## config.mk

```make
export PLATFORM = sky130hd
export DESIGN_NAME = disp_value_sel_flash
export DESIGN_NICKNAME = d
export VERILOG_FILES = /design/src/rtl/disp_value_sel_flash.sv
export SDC_FILE = /design/constraint.sdc
export NUM_CORES = 1
export LEC_CHECK = 0
export CAP_MARGIN = 5
export CORE_UTILIZATION = 40
export CTS_CLUSTER_SIZE = 30
export DETAILED_ROUTE_END_ITERATION = 6
export PLACE_DENSITY = 0.72
export SKIP_LAST_GASP = 1
export SLEW_MARGIN = 20
export SYNTH_ARGS = -nofsm -noshare
export SYNTH_HDL_FRONTEND = slang
export SYNTH_SLANG_ARGS = --single-unit
```

## constraint.sdc

```tcl
create_clock -name clk -period 1.6 [get_ports clk]
set_clock_uncertainty 0.05 [all_clocks]
set_input_delay 0.48 -clock clk [delete_from_list [all_inputs] [get_ports clk]]
set_output_delay 0.48 -clock clk [all_outputs]
set_load 0.01 [all_outputs]
```

## src/rtl/disp_value_sel_flash.sv

```systemverilog
// Registered 4-digit display value selector with compare glyph, state letter
// and a divided flash that blanks digits 0/1 in selected states.
module disp_value_sel_flash #(
  parameter int           DIGIT_W    = 4,
  parameter int           STATE_W    = 4,
  parameter int           FLASH_DIV  = 25000000,
  parameter logic [7:0]   FLASH_MASK = 8'hF0,
  parameter int           BLANK_CODE = 15
) (
  input  logic                   clk,
  input  logic                   rst,
  input  logic [STATE_W-1:0]     state,
  input  logic [2*DIGIT_W-1:0]   x_val,
  input  logic [2*DIGIT_W-1:0]   y_val,
  input  logic [2*DIGIT_W-1:0]   s_lo,
  input  logic [2*DIGIT_W-1:0]   s_hi,
  output logic [DIGIT_W-1:0]     final1,
  output logic [DIGIT_W-1:0]     final2,
  output logic [DIGIT_W-1:0]     final3,
  output logic [DIGIT_W-1:0]     final4,
  output logic                   flash_on
);

  localparam int CW = $clog2(FLASH_DIV);
  localparam logic [CW-1:0] CNT_MAX = CW'(FLASH_DIV - 1);
  localparam logic [DIGIT_W-1:0] BLANK = DIGIT_W'(BLANK_CODE);
  localparam logic [DIGIT_W-1:0] LT_GLYPH = DIGIT_W'(14);
  localparam logic [DIGIT_W-1:0] GE_GLYPH = DIGIT_W'(15);
  localparam logic [DIGIT_W-1:0] LETTER0 = DIGIT_W'(10);

  logic [2*DIGIT_W-1:0] pair_q, pair_d;
  logic [DIGIT_W-1:0]   final1_q, final1_d;
  logic [DIGIT_W-1:0]   final2_q, final2_d;
  logic [DIGIT_W-1:0]   final3_q, final3_d;
  logic [DIGIT_W-1:0]   final4_q, final4_d;
  logic                 flash_q, flash_d;
  logic [CW-1:0]        cnt_q, cnt_d;
  logic                 phase_q, phase_d;
  logic [STATE_W-1:0]   prev_q, prev_d;
  logic                 low_state;

  assign low_state = (state < STATE_W'(8));

  always_comb begin
    pair_d = pair_q;
    if (state == STATE_W'(0) || state == STATE_W'(6) ||
        state == STATE_W'(7)) begin
      pair_d = x_val;
    end else if (state == STATE_W'(1) || state == STATE_W'(4) ||
                 state == STATE_W'(5)) begin
      pair_d = y_val;
    end else if (state == STATE_W'(2)) begin
      pair_d = s_lo;
    end else if (state == STATE_W'(3)) begin
      pair_d = s_hi;
    end
  end

  always_comb begin
    final3_d = (x_val < y_val) ? LT_GLYPH : GE_GLYPH;
    final4_d = final4_q;
    if (state < STATE_W'(4)) begin
      final4_d = LETTER0 + DIGIT_W'(state[1:0]);
    end
  end

  // A state change restarts the flash with the visible phase first.
  always_comb begin
    flash_d = low_state ? FLASH_MASK[state[2:0]] : 1'b0;
    cnt_d   = '0;
    phase_d = 1'b0;
    prev_d  = state;
    if (flash_d && (state == prev_q)) begin
      if (cnt_q == CNT_MAX) begin
        cnt_d   = '0;
        phase_d = ~phase_q;
      end else begin
        cnt_d   = cnt_q + CW'(1);
        phase_d = phase_q;
      end
    end
  end

  always_comb begin
    final1_d = pair_d[DIGIT_W-1:0];
    final2_d = pair_d[2*DIGIT_W-1:DIGIT_W];
    if (flash_d && phase_d) begin
      final1_d = BLANK;
      final2_d = BLANK;
    end
  end

  always_ff @(posedge clk) begin
    if (rst) begin
      pair_q   <= '0;
      final1_q <= '0;
      final2_q <= '0;
      final3_q <= GE_GLYPH;
      final4_q <= LETTER0;
      flash_q  <= 1'b0;
      cnt_q    <= '0;
      phase_q  <= 1'b0;
      prev_q   <= '0;
    end else begin
      pair_q   <= pair_d;
      final1_q <= final1_d;
      final2_q <= final2_d;
      final3_q <= final3_d;
      final4_q <= final4_d;
      flash_q  <= flash_d;
      cnt_q    <= cnt_d;
      phase_q  <= phase_d;
      prev_q   <= prev_d;
    end
  end

  assign final1   = final1_q;
  assign final2   = final2_q;
  assign final3   = final3_q;
  assign final4   = final4_q;
  assign flash_on = flash_q;

endmodule
```

; Word-level counts from Yosys, hierarchy flattened
; Memory sizes are Yosys's and may differ from the RTL's.
; Cells that the tools add are included.
[op_classes]
n_addsub = 2
magnitude_cmp = 4
eq_ne = 9
n_mux = 11
bitwise = 2
n_reduce_logical = 8
[op_table]
columns = cell, n
row1 = 8-bit two-way mux, 4
row2 = "25-bit by 1-bit adder with 25-bit output, second input constant", 1
row3 = "25-bit equality test, second input constant", 1
row4 = "4-bit by 3-bit equality test with 1-bit output, second input constant", 4
row5 = "4-bit by 2-bit equality test with 1-bit output, second input constant", 2
row6 = 8-bit less-than comparator, 1
row7 = 4-bit two-way mux, 2
row8 = 1-bit two-way mux, 5
row9 = "4-bit by 2-bit adder with 4-bit output, first input constant", 1
row10 = "4-bit by 1-bit equality test with 1-bit output, second input constant", 1
row11 = 4-bit equality test, 1
row12 = 4-bit zero test, 1
row13 = 1-bit logical OR, 4
row14 = "3-bit by 4-bit less-than comparator with 1-bit output, second input constant", 1
row15 = "4-bit by 3-bit less-than comparator with 1-bit output, second input constant", 1
row16 = "4-bit less-than comparator, second input constant", 1
row17 = 3-bit OR reduction, 1
row18 = 1-bit logical AND, 2
row19 = 1-bit inverter, 2
[word_totals]
regBits = 55
rom_bits = 8
inputBits = 38
output_inout_bits = 17
wordCells = 46
memories = 1
[mem_list]
columns = memory, depth, word_bits, read_ports, rd_ports_with_merged_regs, write_ports, line_no
row1 = (no name shown), 8, 1, 1, 0, 0, 69  ; flash_d = low_state ? FLASH_MASK[state[2:0]] : 1'b0;

; Depth between registers and ports, before layout
[depth]
depth_word = 7
mapped_depth = 8
mapped_depth_nobuf = 7

; Least setup slack after synthesis
; OpenSTA, ideal clock, no wires.
[synth_path]
path_type = register -> register
from = reg cnt_q[0]
to = reg final1_q[0], in the netlist final1[0]
setup_ns = 0.120
arrival_ns = 1.578
required_time_ns = 1.430
setup_slack_ns = -0.148
stages_incl_launch_ff = 7
path_buffers = 0
synth_period_minus_slack_ns = 1.748
cell_sequence = dfxtp_1 -> ha_1 -> nand4_4 -> or2_4 -> o31a_1 -> o21bai_4 -> nand2b_1
[synth_via]
elab_chain_cells = 5
[synth_lines]
columns = element, line_no
row1 = from (decl), 37  ; logic [CW-1:0] cnt_q, cnt_d;
row2 = from (signal assigned), 111  ; cnt_q <= cnt_d;
row3 = 25-bit equality test, 74  ; if (cnt_q == CNT_MAX) begin
row4 = 1-bit two-way mux, 74
row5 = 1-bit two-way mux, 73  ; if (flash_d && (state == prev_q)) begin
row6 = 1-bit logical AND, 87  ; if (flash_d && phase_d) begin
row7 = 4-bit two-way mux, 87
row8 = to (signal assigned), 106  ; final1_q <= final1_d;
row9 = to (decl), 32  ; logic [DIGIT_W-1:0] final1_q, final1_d;
; No other way between the ends.
; A chain may end at the register's enable or synchronous reset.

; Worst setup path in the final report
[layout_path]
from = reg cnt_q[6]
to = reg cnt_q[0]
[layout_via]
elab_chain_cells = 2
[layout_lines]
columns = element, line_no
row1 = 25-bit equality test, 74
row2 = 3-bit OR reduction (no source line), --
; No other way between the ends.

==> impl_metrics.ini <==
[yosys]
synth_cell_types = 46
synthFlopType = dfxtp_1
synth_area_leaders = dfxtp_1 (38%), nor2_1 (6.8%), xor2_1 (5.9%), nand2b_1 (4.0%), a21oi_1 (3.8%)
synth_common_cells = dfxtp_1 (51), nor2_1 (48), a21oi_1 (20)
ys_warn_count = 0
synth-edff-count = 0
syn_area_per_cell_um2 = 8.69
yosysSeqAreaShare = 0.383
synth_top_area_cell = dfxtp_1
yosysTopAreaCellShare = 0.383
ys_seq_elements = 51
yosysMostFrequentCell = dfxtp_1
syn_inst = 307
netlist_area_um2 = 2670
async_flop_share = 0

[final_layout]
fin_cells = 487
fin_area_um2 = 4010
nets = 455
syn_to_final_growth_pct = 50.2
utilization = 0.627
diodes = 0
drive_gt1_frac = 0.310
fillers = 536
seq_area_um2 = 1030
multi_input_area_um2 = 1670

[detailed_routing]
wl_met1_mm = 3.03
highest_layer = met4
drt.antenna.violating_nets = 0
wl_met2_mm = 3.71
remaining_drc_errors = 0
vias_per_cell = 5.12
avgRoutedWirePerCell_um = 14.7
route.met3.wl_um = 320
first_pass_iters = 4
routed_wl_mm = 7.16
num_vias = 2492
drt_iter0_markers = 102

[worst_setup_path]
required_ns = 1.76
critical_path_class = reg -> reg
start_kind = register
arrival_ns = 1.91
cp_max_fo = 6
end_kind = register

[clocking]
worstSkewPairLatency_ns = 0.31
htree_levels = 2
numClockSinks = 51
holdBufCountCts = 0
clkTransAtPathRegs_ns = 0.10
cts_max_path_buffers = 2
cts_root_buf = clkbuf_8
cts_tree = done
cts_inserted_buffers = 5

[sta]
period_needed_ns = 1.74
rsz0062_at_grt = true
hold_viol = 0
min_period_over_period = 1.09
max_freq_mhz = 574
layout_setup_ws_ns = -0.143
setup_viol = 35
drv_slew = 0

[floorplan]
io_pins = 55
core-area_um2 = 6390
fp.dieH_um = 83.7
rows = 29
dieArea_um2 = 7000
fp.dieW_um = 83.7
start_util = 0.418

[placement]
placed_cell_area_um2 = 3570
post-place-cells = 469
place_congestion = 0.912
dp_slack_ns = -0.661
numPortBuffers = 50
dpl.hpwl_mm = 4.53

[global_route]
grt_pass1_wl_mm = 10.9
grt_max_degree = 19
grt_pass1_vias = 2423
grtUsageTotal = 0.189
grt.overflow.total = 0
grt_antenna_before_repair = 0

[power_and_ir_drop]
cellPowerDensity_nw_per_um2 = 715
vdd_drop_max_uv = 542
p_leak_nw = 1.69

[worst_hold_path]
min_path_type = reg -> reg

[outcome]
status = complete, but fails checks
violations = setup timing

[run]
drv_cap = 0
## metrics by stage
step | hold WS, ns | TNS [ns] | power [W]
CTS | 0.440 | -1.41 | 0.00286
detailed placement | 0.429 | -24.35 | 0.00181
global route | 0.457 | -6.08 | 0.00298
finish | 0.435 | -3.88 | 0.00286
floorplan | 0.373 | -0.0115 | 0.00159
global placement | 0.423 | -22.57 | 0.00181
## worst paths after layout
path	start	end	slack (ns)	depth (start not counted)
worst max-delay path	cnt_q[6]	cnt_q[0]	-0.14	7
worst min-delay path	final4[0]	final4[0]	0.44	2
worst max register to register	cnt_q[6]	cnt_q[0]	-0.14	7
worst min register to register	final4[0]	final4[0]	0.44	2
## routing by layer
layer  vias up  track usage
met4         0       0.0508
met1      1153        0.238
met2        86        0.333
met5         -            0
met3        10       0.0287
li1       1243            -
## where the power goes
part / switching, W / internal, W / total (W) / leakage [nW]
combinational: 0.000203 / 0.000267 / 0.000470 / 1.20
sequential: 0.0000222 / 0.00132 / 0.00134 / 0.420
clock: 0.000431 / 0.000625 / 0.00106 / 0.0654
total: 0.000656 / 0.00221 / 0.00286 / 1.69
## critical path: stages, from the launching register on
cell	delay (ns)
dfxtp_4	0.38
nor4_4	0.29
nand3_2	0.15
buf_6	0.16
nor3_4	0.17
or2_4	0.22
clkbuf_16	0.17
nor2_1	0.05
## kinds of logic after synthesis
logic type,share of synthesized area
fa+ha+maj,0.0375
compound gates,0.136
other cells,0.00141
xor+xnor,0.0788
buf+inv,0.0661
flops,0.383
simple gates,0.298
## state kept, by name, indices dropped and copies added, names as in the netlist, 3 cells and up
| register | cells |
|---|---|
| cnt_q | 25 |
| final1 | 4 |
| final2 | 4 |
| final4 | 3 |
| pair_q | 8 |
| prev_q | 4 |
## timing repair
item                       4_1_cts  5_1_grt
setup buffers                    2        4
gates cloned                     2        2
gates resized for setup         40       35
setup endpoints to repair       56       36
pin swaps                        6       14
## cell type report
class	count	area share
sequential	51	0.258
timing repair buffer	109	0.254
multi-input combinational	228	0.417
tap	77	0.0240
clock inverter	2	0.0150
inverter	13	0.0131
clock buffer	6	0.0181
timing repair inverter	1	0.00125
## layout by cell type (no fill, tap or decap), types with 6 or more instances in the layout
cell type        instances
nor2_1                  40
o21bai_1                 9
buf_4                   50
nand4_1                  6
clkdlybuf4s50_1         27
nand2b_1                17
nor2_2                   6
xor2_1                  17
dfxtp_1                 44
o221a_2                  8
nand3_1                  8
dfxtp_2                  6
nand2_1                 17
xnor2_1                  6
dlygate4sd2_1           17
inv_1                   11
a21oi_1                 19
nor2b_1                 11
(Power assumes the default switching activity.)
